**src/rtl/hazard_scheduler.sv**
```systemverilog
// Hazard controller for the 5-stage MIPS pipeline: scoreboard, stall/flush, forwarding.
// Optional statistics counters are built when HAZARD_STATS_EN is defined.
module hazard_scheduler #(
  parameter int NREG_W = 5,
  parameter int CNT_W  = 16
) (
  input  logic             clk,
  input  logic             rst_n,
  input  logic [31:0]      instr_d,
  input  logic             valid_d,
  input  logic             br_taken_e,
  input  logic             mem_busy,
  output logic             stall_o,
  output logic             bubble_e_o,
  output logic             flush_d_o,
  output logic [1:0]       fwd_a_o,
  output logic [1:0]       fwd_b_o,
  output logic [CNT_W-1:0] stall_cnt_o,
  output logic [CNT_W-1:0] flush_cnt_o
);

  typedef enum logic [1:0] {RUN, LDSTALL, FLUSH} state_t;

  typedef struct packed {
    logic              wr;
    logic [NREG_W-1:0] dst;
    logic              load;
  } sb_t;

  localparam sb_t SB_NOP = '0;

  state_t state;
  sb_t    sb_e, sb_m, sb_w, d_ent;

  logic [5:0]        op;
  logic [NREG_W-1:0] rs, rt, rd;
  logic              use_rs, use_rt;
  logic              lu;
  logic [1:0]        fa, fb;
  logic              unused_bits;

  assign op = instr_d[31:26];
  assign rs = instr_d[21 +: NREG_W];
  assign rt = instr_d[16 +: NREG_W];
  assign rd = instr_d[11 +: NREG_W];

  always_comb begin
    d_ent  = SB_NOP;
    use_rs = 1'b0;
    use_rt = 1'b0;
    if (valid_d) begin
      unique case (1'b1)
        op == 6'b000000: begin
          d_ent.wr  = rd != '0;
          d_ent.dst = rd;
          use_rs    = 1'b1;
          use_rt    = 1'b1;
        end
        op == 6'b100011: begin
          d_ent.wr   = rt != '0;
          d_ent.dst  = rt;
          d_ent.load = 1'b1;
          use_rs     = 1'b1;
        end
        op == 6'b101011,
        op == 6'b000100: begin
          use_rs = 1'b1;
          use_rt = 1'b1;
        end
        default: ;
      endcase
    end
  end

  // wr is only set for non-zero dst, so register 0 can never match
  function automatic logic hit(sb_t e, logic u, logic [NREG_W-1:0] s);
    return u && e.wr && (e.dst == s);
  endfunction

  function automatic logic [1:0] fsel(sb_t e, sb_t m, logic u,
                                      logic [NREG_W-1:0] s);
    if (hit(e, u, s) && !e.load) return 2'b01;
    if (hit(m, u, s))            return 2'b10;
    return 2'b00;
  endfunction

  always_comb begin
    lu = sb_e.load && (hit(sb_e, use_rs, rs) || hit(sb_e, use_rt, rt));
    fa = fsel(sb_e, sb_m, use_rs, rs);
    fb = fsel(sb_e, sb_m, use_rt, rt);
  end

  assign flush_d_o  = !mem_busy && br_taken_e;
  assign bubble_e_o = !mem_busy && (br_taken_e || lu);
  assign stall_o    = mem_busy || (lu && !br_taken_e);

  always_ff @(posedge clk or negedge rst_n) begin
    if (!rst_n) begin
      state   <= RUN;
      sb_e    <= SB_NOP;
      sb_m    <= SB_NOP;
      sb_w    <= SB_NOP;
      fwd_a_o <= 2'b00;
      fwd_b_o <= 2'b00;
    end else if (!mem_busy) begin
      sb_w    <= sb_m;
      sb_m    <= sb_e;
      sb_e    <= bubble_e_o ? SB_NOP : d_ent;
      fwd_a_o <= bubble_e_o ? 2'b00 : fa;
      fwd_b_o <= bubble_e_o ? 2'b00 : fb;
      if (br_taken_e)
        state <= FLUSH;
      else if (state == RUN && lu)
        state <= LDSTALL;
      else
        state <= RUN;
    end
  end

`ifdef HAZARD_STATS_EN
  logic [CNT_W-1:0] stall_cnt, flush_cnt;

  always_ff @(posedge clk or negedge rst_n) begin
    if (!rst_n) begin
      stall_cnt <= '0;
      flush_cnt <= '0;
    end else begin
      if (!mem_busy && lu && !br_taken_e && stall_cnt != '1)
        stall_cnt <= stall_cnt + 1'b1;
      if (flush_d_o && flush_cnt != '1)
        flush_cnt <= flush_cnt + 1'b1;
    end
  end

  assign stall_cnt_o = stall_cnt;
  assign flush_cnt_o = flush_cnt;
`else
  assign stall_cnt_o = '0;
  assign flush_cnt_o = '0;
`endif

  // W entry is kept for completeness; distance 3 reads the register file
  assign unused_bits = ^{instr_d[10:0], sb_w};

endmodule

```
**config.mk**
```make
export PLATFORM = sky130hd
export DESIGN_NAME = hazard_scheduler
export DESIGN_NICKNAME = d
export VERILOG_FILES = /design/src/rtl/hazard_scheduler.sv
export SDC_FILE = /design/constraint.sdc
export NUM_CORES = 1
export LEC_CHECK = 0
export ABC_AREA = 1
export ABC_CLOCK_PERIOD_IN_PS = 1200
export BUFFER_PORTS_ARGS = -buffer_cell sky130_fd_sc_hd__buf_2
export CORE_MARGIN = 2
export CORE_UTILIZATION = 42
export DETAILED_ROUTE_END_ITERATION = 7
export PLACE_DENSITY_LB_ADDON = 0.2
export SYNTH_ARGS = -nofsm -noshare
export SYNTH_HDL_FRONTEND = slang
export SYNTH_SLANG_ARGS = --single-unit
```
**constraint.sdc**
```tcl
create_clock -name clk -period 1.2 [get_ports clk]
set_clock_uncertainty 0.05 [all_clocks]
set_input_delay 0.12 -clock clk [delete_from_list [all_inputs] [get_ports clk]]
set_output_delay 0.12 -clock clk [all_outputs]
set_load 0.02 [all_outputs]
```
After elaboration in Yosys (flattened, before gate mapping)
Cells that the tools add are included.
Widths: inputs -> output; s select.

word-level totals
  register bits = 17
  logic and storage cells = 63
  output and inout bits = 39

operators by class
  equal/unequal tests = 7
  reduce and logical (&&, ||, !) cells = 25
  multiplexer cells = 24

operator list
  kind                number
  $eq 5x5->1          4
  $mux 2              10
  $logic_and 1x1->1   14
  $mux 7              2
  $eq 6x6->1 const B  2
  $pmux 6 s2          1
  $mux 1              11
  $reduce_bool 5->1   2
  $eq 6x3->1 const B  1
  $logic_not 6->1     1
  $reduce_or 4->1     1
  $logic_not 1->1     3
  $logic_or 1x1->1    3
  $reduce_or 3->1     1

Depth between registers and ports, before layout
  depth in word-level cells = 12
  gate-level depth with buffers = 11
  depth with buffers taken out = 11

Worst setup path before layout
Ideal clock, no wire load.

  kind = reg-to-output
  start = register sb_e[5] (netlist bit)
  end = output stall_o
  path buffers = 0
  data arrival time = 1.351 ns
  setup slack = -0.321 ns
  required time = 1.030 ns
  stages on the path, launching flop included = 10
  cells stage by stage = dfrtp_1 > nand2_1 > nand2_1 > nor2_1 > inv_1 > nor2_2 > nand3_1 > nand2_2 > nand2_1 > o21ai_1

on the way
  cells in the longest elaborated chain, start to end = 6
  elaborated cells on any way between the ends = 8
  those cells by class = eq/ne (2); reduce/logical (6)

ends and longest elaborated chain
  what                      line  source
  start: declaration        33    sb_t sb_e, sb_m, sb_w, d_ent;
  start signal: assignment  108   sb_e <= bubble_e_o ? SB_NOP : d_ent;
  $eq 5x5->1                77    return u && e.wr && (e.dst == s);
  $logic_and 1x1->1         77
  $logic_or 1x1->1 *        88    lu = sb_e.load && (hit(sb_e, use_rs, rs) || hit(sb_e, use_rt, rt));
  $logic_and 1x1->1 *       88
  $logic_and 1x1->1 *       95    assign stall_o = mem_busy || (lu && !br_taken_e);
  $logic_or 1x1->1 *        95
  end: declaration          13    output logic stall_o,

Mark *: on every way between the ends. The rest lies on a longest branch, timed or not.

Worst setup path after layout
  start = register sb_e[3] (netlist bit)
  end = output stall_o

Same word-level chain as after synthesis.

==> summary.md <==
| Metric | Value |
|---|---|
| Status | `finished, violations left` |
| Failing checks | `setup timing` |
| DR WL/cell | `10.4 um` |
| Syn-to-layout area delta | `30.4%` |
| P_sw | `0.448 mW` |
| Num Clock Sinks | `17` |
| GPL Wtd Cong | `0.832` |
| Critical path endpoint category | `primary output` |
| Yosys top cell by area | `dfrtp_1` |
| Die ar. | `0.00431 mm2` |
| Final nets | `358` |
| Crit path arrival time | `1670 ps` |
| CP Class | `flop to primary output` |
| Startpoint types | `flop` |
| Total negative setup slack | `-7050 ps` |
| Fmax | `543 MHz` |
| CP max stage cell | `dfrtp_1` |
| TritonCTS clock tree | `built` |
| HP Start | `br_taken_e` |
| CP cell instances | `nand2_1 -> nand2_1 -> nor2_2 -> nand2_1 -> nor2_2 -> nand3_2 -> nand2_4 -> nand2_4 -> o21ai_4 -> buf_6` |
| Setup ws final | `-641 ps` |
| Post-synth cell types | `25` |
| Combinational power share | `0.259` |
| Vias in the first global route | `1432` |
| Mapped cell area | `0.00160 mm2` |
| Number of iterations in the first detailed-routing pass | `4` |
| Final period util | `1.53` |
| # DRC | `0` |
| Height of the die | `65.7 um` |
| Final hold violation count | `0` |
| Die W | `65.7 um` |
| VDD IR max | `652 uV` |
| Worst R2R Path Depth | `12` |
| Internal | `0.931 mW` |
| Worst-Skew Late Latency | `250 ps` |
| Crit path to | `stall_o` |
| Initial core utilization | `0.436` |
| Clock-pin slew on the worst setup and hold paths | `70 ps` |
| Flop-to-flop setup slack | `-590 ps` |
| Post-DP HPWL | `3.02 mm` |
| Worst R2R Start | `sb_e[3]` |
| Cell depth of the worst setup path | `10` |
| Overflow after GRT | `0` |
| CP Max Fanout | `5` |
| Setup Viol. Count Final | `13` |
| First DRT Iteration DRCs | `62` |
| Buffer depth of the longest clock path | `2` |
| Antenna violations before repair | `0` |
| Clk network pwr share | `0.320` |
| Most frequent CP cell | `nand2_1` |
| H-tree depth | `1` |
| GR Util All Layers | `0.189` |
| Final Util | `0.569` |
| Pin count of the biggest net entering global routing | `18` |
| Sw Share | `0.325` |
| Layout cells sized above 1 | `0.303` |
| CP max stage delay | `430 ps` |
| # diodes | `0` |
| Total Routed Length | `3.84 mm` |
| Hold Slack | `150 ps` |
| Syn Inst Count | `253` |
| Critical Path RT | `1030 ps` |
| Synth top area share | `0.266` |
| Vias per inst | `4.36` |
| Number of I/O pins | `76` |
| Routed via count | `1604` |
| Pins Over Slew Limit | `0` |
| Yosys reg bits | `17` |
| Std-Cell Rows | `22` |
| Mean post-synth cell area | `6.31 um2` |
| Max_cap viols | `0` |
| Number of buffers created by CTS | `3` |
| CP top delay family | `simple AND/OR/NAND/NOR gates` |
| Dominant cells by area after synthesis | `dfrtp_1, nand2_1, buf_4` |
| Seq/Total Area, Yosys | `0.266` |
| Period minus WS final | `1840 ps` |
| Core footprint | `0.00366 mm2` |
| Pwr/cell area | `662 mW/mm2` |
| Final antenna-violating net count | `0` |
| Port Buffers | `32` |
| Synth warnings | `0` |
| Leak | `1.18 nW` |
| First-pass GRT wire length | `6.29 mm` |
| WP buf/inv | `1` |
| Worst Setup SP | `sb_e[3]` |
| Flop pwr share | `0.421` |
| Root buf cell | `clkbuf_8` |
| Reg2reg end | `fwd_a_o[0]` |
| Hold Path Class | `primary input to flop` |
| RSZ-0062 raised after global routing | `true` |
==> area by class of cell <==
cell class | instances | area [um2]
flip-flops and latches | 17 | 427
fillers | 376 | 1580
multi-input cells | 196 | 953
repair buffers | 68 | 465
clock buffers | 4 | 45.0
well taps | 48 | 60.1
inverters | 35 | 131
==> worst min-delay path: stages <==
cell	delay [ps]
buf_2	110
inv_1	60
nand3_1	80
nand2_1	50
==> placed cells by master (no fill, tap or decap), types with 4 or more instances in the layout <==
cell,instances
nor2_1,21
buf_6,4
inv_2,4
nand3_1,15
nor2_2,4
buf_2,30
nand2_1,77
dfrtp_1,16
buf_4,32
o21ai_0,13
inv_1,30
conb_1,32
nand3_2,9
==> power by group through the flow <==
stage,Combinational [mW],Clock [mW],Sequential (mW)
finish,0.357,0.441,0.580
global route,0.395,0.485,0.580
global placement,0.341,0,0.591
floorplan,0.289,0,0.590
detailed placement,0.342,0,0.591
CTS,0.355,0.466,0.580
==> synth_stat cells, drive strengths merged <==
cell type / instances
nand2: 82
buf: 34
inv: 34
nand3: 26
nor2: 26
dfrtp: 17
o21ai: 15
a21oi: 3
nor3: 3
o211ai: 3
clkbuf: 2
nand4: 2
xnor2: 2
clkinv: 1
conb: 1
o21bai: 1
o22ai: 1
==> repair_timing <==
| action | 4_1_cts | 5_1_grt |
|---|---|---|
| setup endpoints to repair | 13 | 13 |
| hold endpoints to repair | 17 | 0 |
| resized for setup | 12 | 6 |
| setup buffers | 2 | 2 |
| hold buffers | 1 | 0 |
| pin swaps | 8 | 11 |
| gates cloned | 0 | 0 |
==> stage by stage <==
stage | worst slack [ps] | power, mW | area (um2) | std cells
finish | -641 | 1.38 | 2080 | 368
floorplan | -199 | 0.879 | 1760 | 284
detailed placement | -469 | 0.933 | 1930 | 359
CTS | -667 | 1.40 | 2040 | 366
global route | -761 | 1.46 | 2080 | 368
global placement | -469 | 0.932 | 1930 | 359
==> routing by layer <==
layer	part of all wire	vias to the layer above	GRT usage	wire length, um
li1	-	856	-	-
met1	0.46	714	0.244	1760
met2	0.49	32	0.326	1890
met3	0.044	2	0.0462	169
met4	0.0047	0	0.0234	18
met5	0	-	0	0
==> how the worst min path moves through the flow <==
| stage | to | slack, ps | cells past startpoint |
|---|---|---|---|
| floorplan | fwd_a_o[0] | -230 | 0 |
| CTS | fwd_b_o[0] | 150 | 4 |
| finish | fwd_b_o[0] | 150 | 4 |
| global placement | sb_m[3] | 30 | 1 |
| detailed placement | sb_m[3] | 40 | 1 |
| global route | fwd_b_o[0] | 190 | 4 |
==> logic make-up after synthesis <==
logic type      share of synthesized area
xor+xnor                           0.0110
buf+inv                             0.270
compound gates                     0.0792
simple gates                        0.371
flops                               0.266
other cells                       0.00235
==> flip-flops by register name, summed over array words and instances, names as in the netlist <==
signal / flops
fwd_a_o: 2
fwd_b_o: 2
sb_e: 7
sb_m: 6
No activity file was read; power rests on OpenSTA's default activity.
